`src/rtl/exp2_pkg.sv`:
```
// rtl/exp2_pkg.sv - shared constants, fraction table and stage types for exp2_pipe
package exp2_pkg;

  localparam int INT_W  = 5;
  localparam int FRAC_W = 4;
  localparam int MANT_W = 8;
  localparam int OUT_W  = 32;
  localparam int TAG_W  = 8;
  localparam int EXP_W  = INT_W + FRAC_W;

  // floor(256 * 2^(f/16)); the hidden leading one sits at bit MANT_W
  localparam logic [MANT_W:0] FRAC_LUT [0:(1<<FRAC_W)-1] = '{
    9'd256, 9'd267, 9'd279, 9'd291, 9'd304, 9'd317, 9'd331, 9'd346,
    9'd362, 9'd378, 9'd394, 9'd412, 9'd430, 9'd449, 9'd469, 9'd490
  };

  typedef struct packed {
    logic              valid;
    logic [INT_W-1:0]  shift;
    logic [MANT_W:0]   mant;
    logic [TAG_W-1:0]  tag;
  } cap_t;

  typedef struct packed {
    logic              valid;
    logic [OUT_W-1:0]  data;
    logic [TAG_W-1:0]  tag;
  } stage_t;

endpackage

```
`src/rtl/exp2_shift.sv`:
```
// rtl/exp2_shift.sv - combinational barrel shift of a table mantissa by n - MANT_W
module exp2_shift
  import exp2_pkg::*;
(
  input  logic [MANT_W:0]  mant,
  input  logic [INT_W-1:0] n,
  output logic [OUT_W-1:0] result
);

  localparam logic [INT_W-1:0] BIAS = INT_W'(MANT_W);

  logic [OUT_W-1:0] mant_ext;

  assign mant_ext = OUT_W'(mant);

  // Below the bias the fraction bits are floored away by the right shift
  always_comb begin
    result = '0;
    if (n >= BIAS) begin
      result = mant_ext << (n - BIAS);
    end else begin
      result = mant_ext >> (BIAS - n);
    end
  end

endmodule

```
`src/rtl/exp2_pipe.sv`:
```
// rtl/exp2_pipe.sv - three-stage floor(2^x) pipeline for unsigned Q5.4 exponents
module exp2_pipe
  import exp2_pkg::*;
(
  input  logic             clk,
  input  logic             reset_n,
  input  logic             in_valid,
  output logic             in_ready,
  input  logic [EXP_W-1:0] in_exp,
  input  logic [TAG_W-1:0] in_tag,
  output logic             out_valid,
  input  logic             out_ready,
  output logic [OUT_W-1:0] out_data,
  output logic [TAG_W-1:0] out_tag,
  output logic             busy
);

  cap_t             s1;
  stage_t           s2;
  stage_t           s3;
  logic             s1_en;
  logic             s2_en;
  logic             s3_en;
  logic [OUT_W-1:0] shift_res;

  // A stage advances when it is empty or its successor advances this edge
  assign s3_en    = !s3.valid || out_ready;
  assign s2_en    = !s2.valid || s3_en;
  assign s1_en    = !s1.valid || s2_en;
  assign in_ready = s1_en;

  exp2_shift u_shift (
    .mant   (s1.mant),
    .n      (s1.shift),
    .result (shift_res)
  );

  always_ff @(posedge clk or negedge reset_n) begin
    if (!reset_n) begin
      s1 <= '0;
    end else if (s1_en) begin
      s1.valid <= in_valid;
      s1.shift <= in_exp[EXP_W-1:FRAC_W];
      s1.mant  <= FRAC_LUT[in_exp[FRAC_W-1:0]];
      s1.tag   <= in_tag;
    end
  end

  always_ff @(posedge clk or negedge reset_n) begin
    if (!reset_n) begin
      s2 <= '0;
    end else if (s2_en) begin
      s2.valid <= s1.valid;
      s2.data  <= shift_res;
      s2.tag   <= s1.tag;
    end
  end

  always_ff @(posedge clk or negedge reset_n) begin
    if (!reset_n) begin
      s3 <= '0;
    end else if (s3_en) begin
      s3 <= s2;
    end
  end

  assign out_valid = s3.valid;
  assign out_data  = s3.data;
  assign out_tag   = s3.tag;
  assign busy      = s1.valid || s2.valid || s3.valid;

endmodule

```
`config.mk`:
```
export PLATFORM = sky130hd
export DESIGN_NAME = exp2_pipe
export DESIGN_NICKNAME = d
export VERILOG_FILES = /design/src/rtl/exp2_pkg.sv /design/src/rtl/exp2_shift.sv /design/src/rtl/exp2_pipe.sv
export SDC_FILE = /design/constraint.sdc
export NUM_CORES = 1
export LEC_CHECK = 0
export ABC_AREA = 1
export ABC_CLOCK_PERIOD_IN_PS = 2200
export BUFFER_PORTS_ARGS = -buffer_cell sky130_fd_sc_hd__buf_2
export CORE_MARGIN = 1.5
export CORE_UTILIZATION = 30
export DETAILED_ROUTE_END_ITERATION = 12
export SLEW_MARGIN = 40
export SYNTH_ARGS = -nofsm -noshare
export SYNTH_HDL_FRONTEND = slang
export SYNTH_SLANG_ARGS = --single-unit
export TNS_END_PERCENT = 30
```
`constraint.sdc`:
```
create_clock -name clk -period 2.2 [get_ports clk]
set_input_delay 0.33 -clock clk [delete_from_list [all_inputs] [get_ports clk]]
set_output_delay 0.33 -clock clk [all_outputs]
set_load 0.02 [all_outputs]
```
==> impl_metrics.tcl, run 1 <==
set metrics [dict create \
    area_growth_pct 17.6 \
    avgSynthCellArea_um2 7.92 \
    fp.dieArea_um2 18100 \
    crit_family "simple AND/OR/NAND/NOR gates" \
    cts-root-buf "clkbuf_16" \
    hold_ws_ps 186 \
    drt_pass1_iterations 5 \
    worstSetupStartpointType "flop" \
    grt_pass1_wl_um 21700 \
    cts_tree "done" \
    cp_cell_sequence "inv_2, nor2_8, nand2_4, nor2_8, inv_2, buf_2" \
    period_share_pct 88.3 \
    num_rows 47 \
    worst_slew_pin_slew_ps 517 \
    ant_nets 0 \
    crit_type "reg -> out" \
    clk_pin_slew_ps 70 \
    num_io_pins 64 \
    drive_above_1_share_pct 17.9 \
    finalSetupViolCount 0 \
    synth.cell_area_um2 5200 \
    wl_per_cell_um 13.8 \
    grt_setup_unrepaired "no" \
    grtUsageTotal_pct 15.3 \
    grt_max_degree 39 \
    arrival_ps 1610 \
    yosysSeqAreaShare_pct 50.5 \
    die_w_um 135 \
    diodes 0 \
    fin_nets 751 \
    syn-instance-count 656 \
    clockBufferDepth 2 \
    gp_congestion 0.900 \
    htree_levels 3 \
    vias_per_cell 4.65 \
    ys.flop_type "dfrtp_1" \
    io_buffers 63 \
    overflow 0 \
    clock_sink_count 105 \
    via_count 4397 \
    start_util_pct 31.0 \
    dieHeight_um 135 \
    slowest_delay_ps 360 \
    ys_types 33 \
    setup_tns_ps 0 \
    crit_slowest_cell "dfrtp_1" \
    antenna_found_initial 0 \
    period_needed_ps 1940 \
    core-area_um2 16800 \
    cp.required_ps 1870 \
    dp_hpwl_um 9780 \
    ys_ff_latch 105 \
    finalHoldViolCount 0 \
    drc_errors 0 \
    drv_slew 0 \
    status "completed" \
    grt_pass1_vias 4221 \
    synth_edf_count 0 \
    vdd_drop_max_mv 0.431 \
    fmax_mhz 515 \
    slew_headroom_pct 65.5 \
    p_leak_uw 0.00324 \
    powerDensity_nw_per_um2 927 \
    drt-initial-drc-count 297 \
    post_dp_cell_area_um2 5790 \
    synth_nets 685 \
    finalClockSkew_ps 8.77 \
    routed_wl_um 13000 \
    synth_warnings 0 \
    max-cap-violations 0 \
    cts_inserted_buffers 9 \
    cp_max_fo 16 \
    stdcell_area_um2 6120 \
    worstSetupEndpointType "output pin" \
    clock_latency_ps 360 \
    final_util_pct 36.5 \
    async_flop_share_pct 100 \
    min_path_type "in -> reg" \
    cp.buffers_inverters 3 \
]
[routing by layer]
layer	vias up	part of all wire [%]	GRT usage, %	routed length, µm
li1	2243	-	-	-
met1	2037	49	21.3	6390
met2	102	46	24.0	5960
met3	15	3.6	2.55	469
met4	0	1.5	5.20	195
met5	-	0	0	0
[layout make-up]
type / instances / area, µm²
Tap cell: 220 / 275
Clock buffer: 10 / 239
Timing Repair Buffer: 83 / 483
Clock inverter: 5 / 80.1
Sequential cell: 105 / 2630
Fill cell: 1756 / 10600
Inverter: 36 / 141
Multi-Input combinational cell: 487 / 2270
[sequential cells by signal, summed over array words and instances, names as in the netlist]
signal and cells:
out_data 32, out_tag 8, out_valid 1, s1 23, s2 41
[what timing repair did]
item / CTS / global route
buffers inserted: 0 / 0
hold buffers: 1 / 0
resized for setup: 0 / 0
endpoints found under the hold margin: 34 / 0
endpoints found under the setup margin: 0 / 0
[where the power goes]
part	total (µW)	leakage [µW]	switching [µW]	internal, µW
registers	2440	0.00135	186	2250
logic	1500	0.00175	1020	471
clock network	1730	0.000151	713	1020
[through the flow]
| stage | std cells | worst slack (ps) | total power, µW |
|---|---|---|---|
| 2_1_floorplan | 656 | 458 | 3470 |
| 3_3_place_gp | 930 | 481 | 3980 |
| 3_5_place_dp | 930 | 479 | 3970 |
| 4_1_cts | 946 | 220 | 5730 |
| 5_1_grt | 946 | 127 | 6000 |
| 6_report | 946 | 257 | 5670 |
[cells by family after synthesis]
kind of cell             Yosys count  synth area share [%]
flip-flops                       105                  50.5
AND/OR/NAND/NOR                  400                  33.1
adder cells (fa/ha/maj)            8                  1.93
buffers and inverters             64                  5.80
AO/OA/AOI/OAI                     79                  8.66
[worst paths after layout]
| path | cells after the start | slack, ps | startpoint | to |
|---|---|---|---|---|
| worst max-delay path | 6 | 260 | out_valid$_DFFE_PN0P_ | in_ready |
| worst min-delay path | 2 | 190 | in_valid | s1[22]$_DFFE_PN0P_ |
| worst max register to register | 7 | 480 | s1[21]$_DFFE_PN0P_ | s2[36]$_DFFE_PN0P_ |
| worst min register to register | 2 | 470 | s2[1]$_DFFE_PN0P_ | out_tag[1]$_DFFE_PN0P_ |
| max in group asynchronous | 3 | 1090 | reset_n | out_tag[3]$_DFFE_PN0P_ |
| min in group asynchronous | 2 | 490 | reset_n | out_data[30]$_DFFE_PN0P_ |
[synthesized netlist by cell type, drive strengths merged, types with 5 or more instances]
| cell | number | area [µm²] |
|---|---|---|
| buf | 23 | 141 |
| inv | 34 | 128 |
| dfrtp | 105 | 2630 |
| nand2 | 288 | 1120 |
| o21ai | 56 | 280 |
| nand3 | 69 | 350 |
| o211ai | 10 | 85.1 |
| nor2 | 33 | 193 |
| a21oi | 8 | 51.3 |
| clkbuf | 5 | 18.8 |
| ha | 8 | 100 |
[placed cells by master, fill, tap and decap left out, types with 9 or more instances in the layout]
cell type  instances
o21ai_0           26
inv_1             27
buf_4             19
o21ai_1           30
nor2_1            26
clkbuf_16          9
nand3_1           68
buf_2             62
dfrtp_1          105
nand2_1          278
Note: power is estimated with default switching activity, not from simulation.
==> run 2, diff against run 1 <==
CTS_BUF_LIST = sky130_fd_sc_hd__clkbuf_16   (was default)
==> run 2 against run 1 <==
Design area decreased by 0.16%. Sequential power hardly changed. First-iteration DRC count is 0.34% lower. Worst hold slack is essentially flat. Fmax about the same. Final cell count is the same. Clock power barely moved. Global-route usage stayed put. Sequential share of layout area grew 0.070 points. Highest routed layer unchanged.
==> impl_metrics.tcl, run 2 (synthesis gave the netlist of run 1 again) <==
set metrics [dict create \
    status "completed" \
    vias_per_cell 4.65 \
    die_w_um 135 \
    holdCritStartpoint "in_valid" \
    r2r_cells 7 \
    arrival_ps 1610 \
    final_cell_mix "nand2_1, dfrtp_1, nand3_1" \
    cp_max_fo 16 \
    grtUsageTotal_pct 15.3 \
    switching_power_uw 1920 \
    area_growth_pct 17.4 \
    max-cap-violations 0 \
    diodes 0 \
    ant_nets 0 \
    finalSetupViolCount 0 \
    place_ws_ps 479 \
    combPwrFrac_pct 26.6 \
    start_util_pct 31.0 \
    clock_latency_ps 350 \
    clockBufferDepth 2 \
    gp_congestion 0.900 \
    slew_headroom_pct 65.5 \
    period_needed_ps 1940 \
    dieHeight_um 135 \
    period_share_pct 88.3 \
    fin_nets 751 \
    power_switching_share_pct 34.1 \
    grt_max_degree 39 \
    rr_startpoint "s1[21]$_DFFE_PN0P_" \
    internal_power_uw 3710 \
    drive_above_1_share_pct 17.8 \
    cts_inserted_buffers 9 \
    largest-register "s2" \
    grt_setup_unrepaired "no" \
    worst_slew_pin_slew_ps 517 \
    clock_sink_count 105 \
    cts_tree "done" \
    routed_wl_um 13000 \
    largest_register_ffs 41 \
    cp.required_ps 1870 \
    setup_tns_ps 0 \
    fp.dieArea_um2 18100 \
    p_clk_share_pct 30.1 \
    worstSetupEndpointType "output pin" \
    fmax_mhz 515 \
    wl_per_cell_um 13.8 \
    min_path_type "in -> reg" \
    final_common_cell "nand2_1" \
    seq_power_share_pct 43.3 \
    htree_levels 3 \
    hold_end "s1[22]$_DFFE_PN0P_" \
    finalHoldViolCount 0 \
    regToRegSetupSlack_ps 490 \
    grt_pass1_wl_um 21700 \
    cts_setup_buffers 0 \
    dp_hpwl_um 9780 \
    drc_errors 0 \
    drt_pass1_iterations 5 \
    antenna_found_initial 0 \
    num_io_pins 64 \
    worstSetupStartpointType "flop" \
    core-area_um2 16800 \
    p_leak_uw 0.00324 \
    via_count 4398 \
    finalClockSkew_ps 8.49 \
    vdd_drop_max_mv 0.431 \
    overflow 0 \
    drt-initial-drc-count 296 \
    powerDensity_nw_per_um2 922 \
    cts-root-buf "clkbuf_16" \
    crit_type "reg -> out" \
    clk_pin_slew_ps 70 \
    r2r_end "s2[36]$_DFFE_PN0P_" \
    drv_slew 0 \
    io_buffers 63 \
    grt_pass1_vias 4221 \
    worst_slack_ps 257 \
    num_rows 47 \
    hold_depth 2 \
]
==> run 2: changes by cell type in the layout (fill, tap and decap cells not counted) <==
cell      change
clkbuf_8      -1
clkinv_1      +1
==> run 2: critical path, cell delays in order, from the launching register on <==
cell and delay (ps):
dfrtp_1 360, inv_2 70, nor2_8 170, nand2_4 150, nor2_8 180, inv_2 140
buf_2 190
==> run 2: worst max path at each step <==
stage	start	endpoint	slack, ps	cells past startpoint
floorplan	s1[20]$_DFFE_PN0P_	s2[9]$_DFFE_PN0P_	460	12
global placement	s1[17]$_DFFE_PN0P_	s2[8]$_DFFE_PN0P_	480	9
detailed placement	out_ready	s1[16]$_DFFE_PN0P_	480	7
CTS	out_valid$_DFFE_PN0P_	in_ready	220	6
global route	out_valid$_DFFE_PN0P_	in_ready	130	6
finish	out_valid$_DFFE_PN0P_	in_ready	260	6
==> run 2: stage by stage <==
step | utilization, % | cell area (µm²) | hold slack, ps | total power, µW | std cells
CTS | 36.4 | 6110 | 181 | 5690 | 946
finish | 36.4 | 6110 | 186 | 5630 | 946
detailed placement | 34.5 | 5790 | 346 | 3970 | 930
global route | 36.4 | 6110 | 191 | 5970 | 946
floorplan | - | 5200 | 34.4 | 3470 | 656
global placement | 34.5 | 5790 | 343 | 3980 | 930
==> run 2: routing by layer <==
layer	routed length [µm]	global-route usage [%]
met5	0	0
met4	195	5.20
met2	5960	24.0
met1	6400	21.3
met3	472	2.55
==> run 2: cell type report <==
| type | instances | area (µm²) |
|---|---|---|
| fillers | 1758 | 10700 |
| flip-flops and latches | 105 | 2630 |
| inverters | 36 | 141 |
| clock buffers | 9 | 225 |
| repair buffers | 83 | 483 |
| well taps | 220 | 275 |
| multi-input cells | 487 | 2270 |
| clock inverters | 6 | 83.8 |
==> run 2: what timing repair did <==
action	4_1_cts	5_1_grt
endpoints found under the hold margin	34	0
gates resized for setup	0	0
hold buffers	1	0
==> run 2: power groups by stage <==
stage	sequential (µW)	clock, µW	combinational [µW]
final	2440	1700	1500
after detailed placement	2480	0	1500
after global placement	2470	0	1500
after floorplan	2620	0	849
after CTS	2440	1740	1510
after global routing	2480	1810	1680
==> run 3, diff against run 2 <==
--- a/config.mk
+++ b/config.mk
@@ -9,4 +9,5 @@
 export ABC_CLOCK_PERIOD_IN_PS = 2200
 export BUFFER_PORTS_ARGS = -buffer_cell sky130_fd_sc_hd__buf_2
+export CAP_MARGIN = 20
 export CORE_MARGIN = 1.5
 export CORE_UTILIZATION = 30
==> constraint.sdc (replaced) <==
create_clock -name clk -period 2.2 [get_ports clk]
set_input_delay 0.44 -clock clk [delete_from_list [all_inputs] [get_ports clk]]
set_output_delay 0.44 -clock clk [all_outputs]
set_load 0.02 [all_outputs]
==> run 3 against run 2 <==
Register-to-register slack got worse by 50 ps. Flip-flop and latch count stayed put. Largest power group unchanged. Final cell count is 0.42% lower. First-iteration DRC count decreased by 24%. Highest routed layer unchanged. Setup slack lost 82 ps. Wire length decreased by 1.5%.
==> impl_metrics.tcl, run 3 (synthesis gave the netlist of run 1 again) <==
set metrics [dict create \
    antenna_found_initial 0 \
    grt_pass1_wl_um 21700 \
    min_path_type "in -> async" \
    area.sequential_um2 2630 \
    drt_pass1_iterations 4 \
    largest_register_ffs 41 \
    dieHeight_um 135 \
    num_rows 47 \
    post_dp_cell_area_um2 5760 \
    cp_max_fo 15 \
    cts_inserted_buffers 9 \
    diodes 0 \
    die_w_um 135 \
    cts_setup_buffers 0 \
    grt_pass1_vias 4149 \
    clock_sink_count 105 \
    slew_headroom_pct 62.5 \
    worstSetupEndpointType "output pin" \
    fmax_mhz 494 \
    io_buffers 63 \
    hold_ws_ps 138 \
    slowest_delay_ps 390 \
    worst_slack_ps 175 \
    wl_per_cell_um 13.6 \
    final_common_cell "nand2_1" \
    dp_hpwl_um 9430 \
    powerDensity_nw_per_um2 925 \
    cts_resized 0 \
    drive_above_1_share_pct 17.6 \
    start_util_pct 31.0 \
    crit_type "reg -> out" \
    cp.required_ps 1760 \
    drt-initial-drc-count 225 \
    drv_slew 0 \
    cp_cell_sequence "inv_2, nor2_8, nand2_4, nor2_8, inv_2, buf_2" \
    power_uw 5610 \
    finalSetupViolCount 0 \
    stdcell_area_um2 6070 \
    max-cap-violations 0 \
    fp.dieArea_um2 18100 \
    num_io_pins 64 \
    grtUsageTotal_pct 15.3 \
    period_needed_ps 2030 \
    clock_latency_ps 360 \
    cts-root-buf "clkbuf_16" \
    crit_family "buffers and inverters" \
    status "completed" \
    period_share_pct 92.0 \
    via_count 4303 \
    cp.buffers_inverters 3 \
    drc_errors 0 \
    worst_slew_pin_slew_ps 563 \
    clk_pin_slew_ps 70 \
    vdd_drop_max_mv 0.475 \
    finalHoldViolCount 0 \
    arrival_ps 1590 \
    place_ws_ps 397 \
    multiInputGateArea_um2 2270 \
    fill_cells 1753 \
    cts_tree "done" \
    htree_levels 3 \
    clockBufferDepth 2 \
    gp_congestion 0.878 \
    overflow 0 \
    largest-register "s2" \
    worstSetupStartpointType "flop" \
    routed_wl_um 12800 \
    p_leak_uw 0.00322 \
    ant_nets 0 \
    grt_setup_unrepaired "no" \
    core-area_um2 16800 \
    grt_max_degree 106 \
    area_growth_pct 16.8 \
    crit_slowest_cell "dfrtp_1" \
    finalClockSkew_ps 7.26 \
    final_cell_mix "nand2_1, dfrtp_1, nand3_1" \
    fin_nets 746 \
    vias_per_cell 4.57 \
    setup_tns_ps 0 \
    hold_buffers 0 \
]
## run 3: cell count changes in the layout (fill, tap and decap cells not counted), sizes merged
cell and delta:
dlygate4sd3 -1, buf -4, clkinv +1, inv +3, clkinvlp -2, bufinv -1
## run 3: power by group
| group | leakage, µW | internal [µW] | switching (µW) |
|---|---|---|---|
| clock network | 0.000154 | 910 | 789 |
| logic | 0.00172 | 463 | 1020 |
| registers | 0.00135 | 2250 | 183 |
## run 3: routing by layer
metal / vias up / wire length (µm) / GRT usage (%)
li1: 2226 / - / -
met1: 1977 / 6330 / 21.1
met2: 79 / 5780 / 23.7
met3: 21 / 448 / 3.34
met4: 0 / 273 / 5.44
met5: - / 0 / 0
## run 3: final timing paths
path / from / end / slack, ps / depth (start not counted)
worst max register to register: s1[18]$_DFFE_PN0P_ / s2[8]$_DFFE_PN0P_ / 440 / 11
min in group clk: in_valid / s1[22]$_DFFE_PN0P_ / 290 / 2
max in group asynchronous: reset_n / out_data[18]$_DFFE_PN0P_ / 1640 / 2
worst min register to register: s2[1]$_DFFE_PN0P_ / out_tag[1]$_DFFE_PN0P_ / 470 / 2
worst max-delay path: out_valid$_DFFE_PN0P_ / in_ready / 170 / 6
worst min-delay path: reset_n / out_data[30]$_DFFE_PN0P_ / 140 / 2
## run 3: metrics by stage
| stage | cells | util, % |
|---|---|---|
| 2_1_floorplan | 656 | - |
| 3_3_place_gp | 926 | 34.3 |
| 3_5_place_dp | 926 | 34.3 |
| 4_1_cts | 942 | 36.2 |
| 5_1_grt | 942 | 36.2 |
| 6_report | 942 | 36.2 |
## run 3: area by class of cell
class | instances | area share [%]
sequential | 105 | 43.3
multi-input combinational | 487 | 37.4
timing repair buffer | 78 | 7.30
tap | 220 | 4.54
clock buffer | 9 | 3.71
inverter | 36 | 2.33
clock inverter | 7 | 1.44
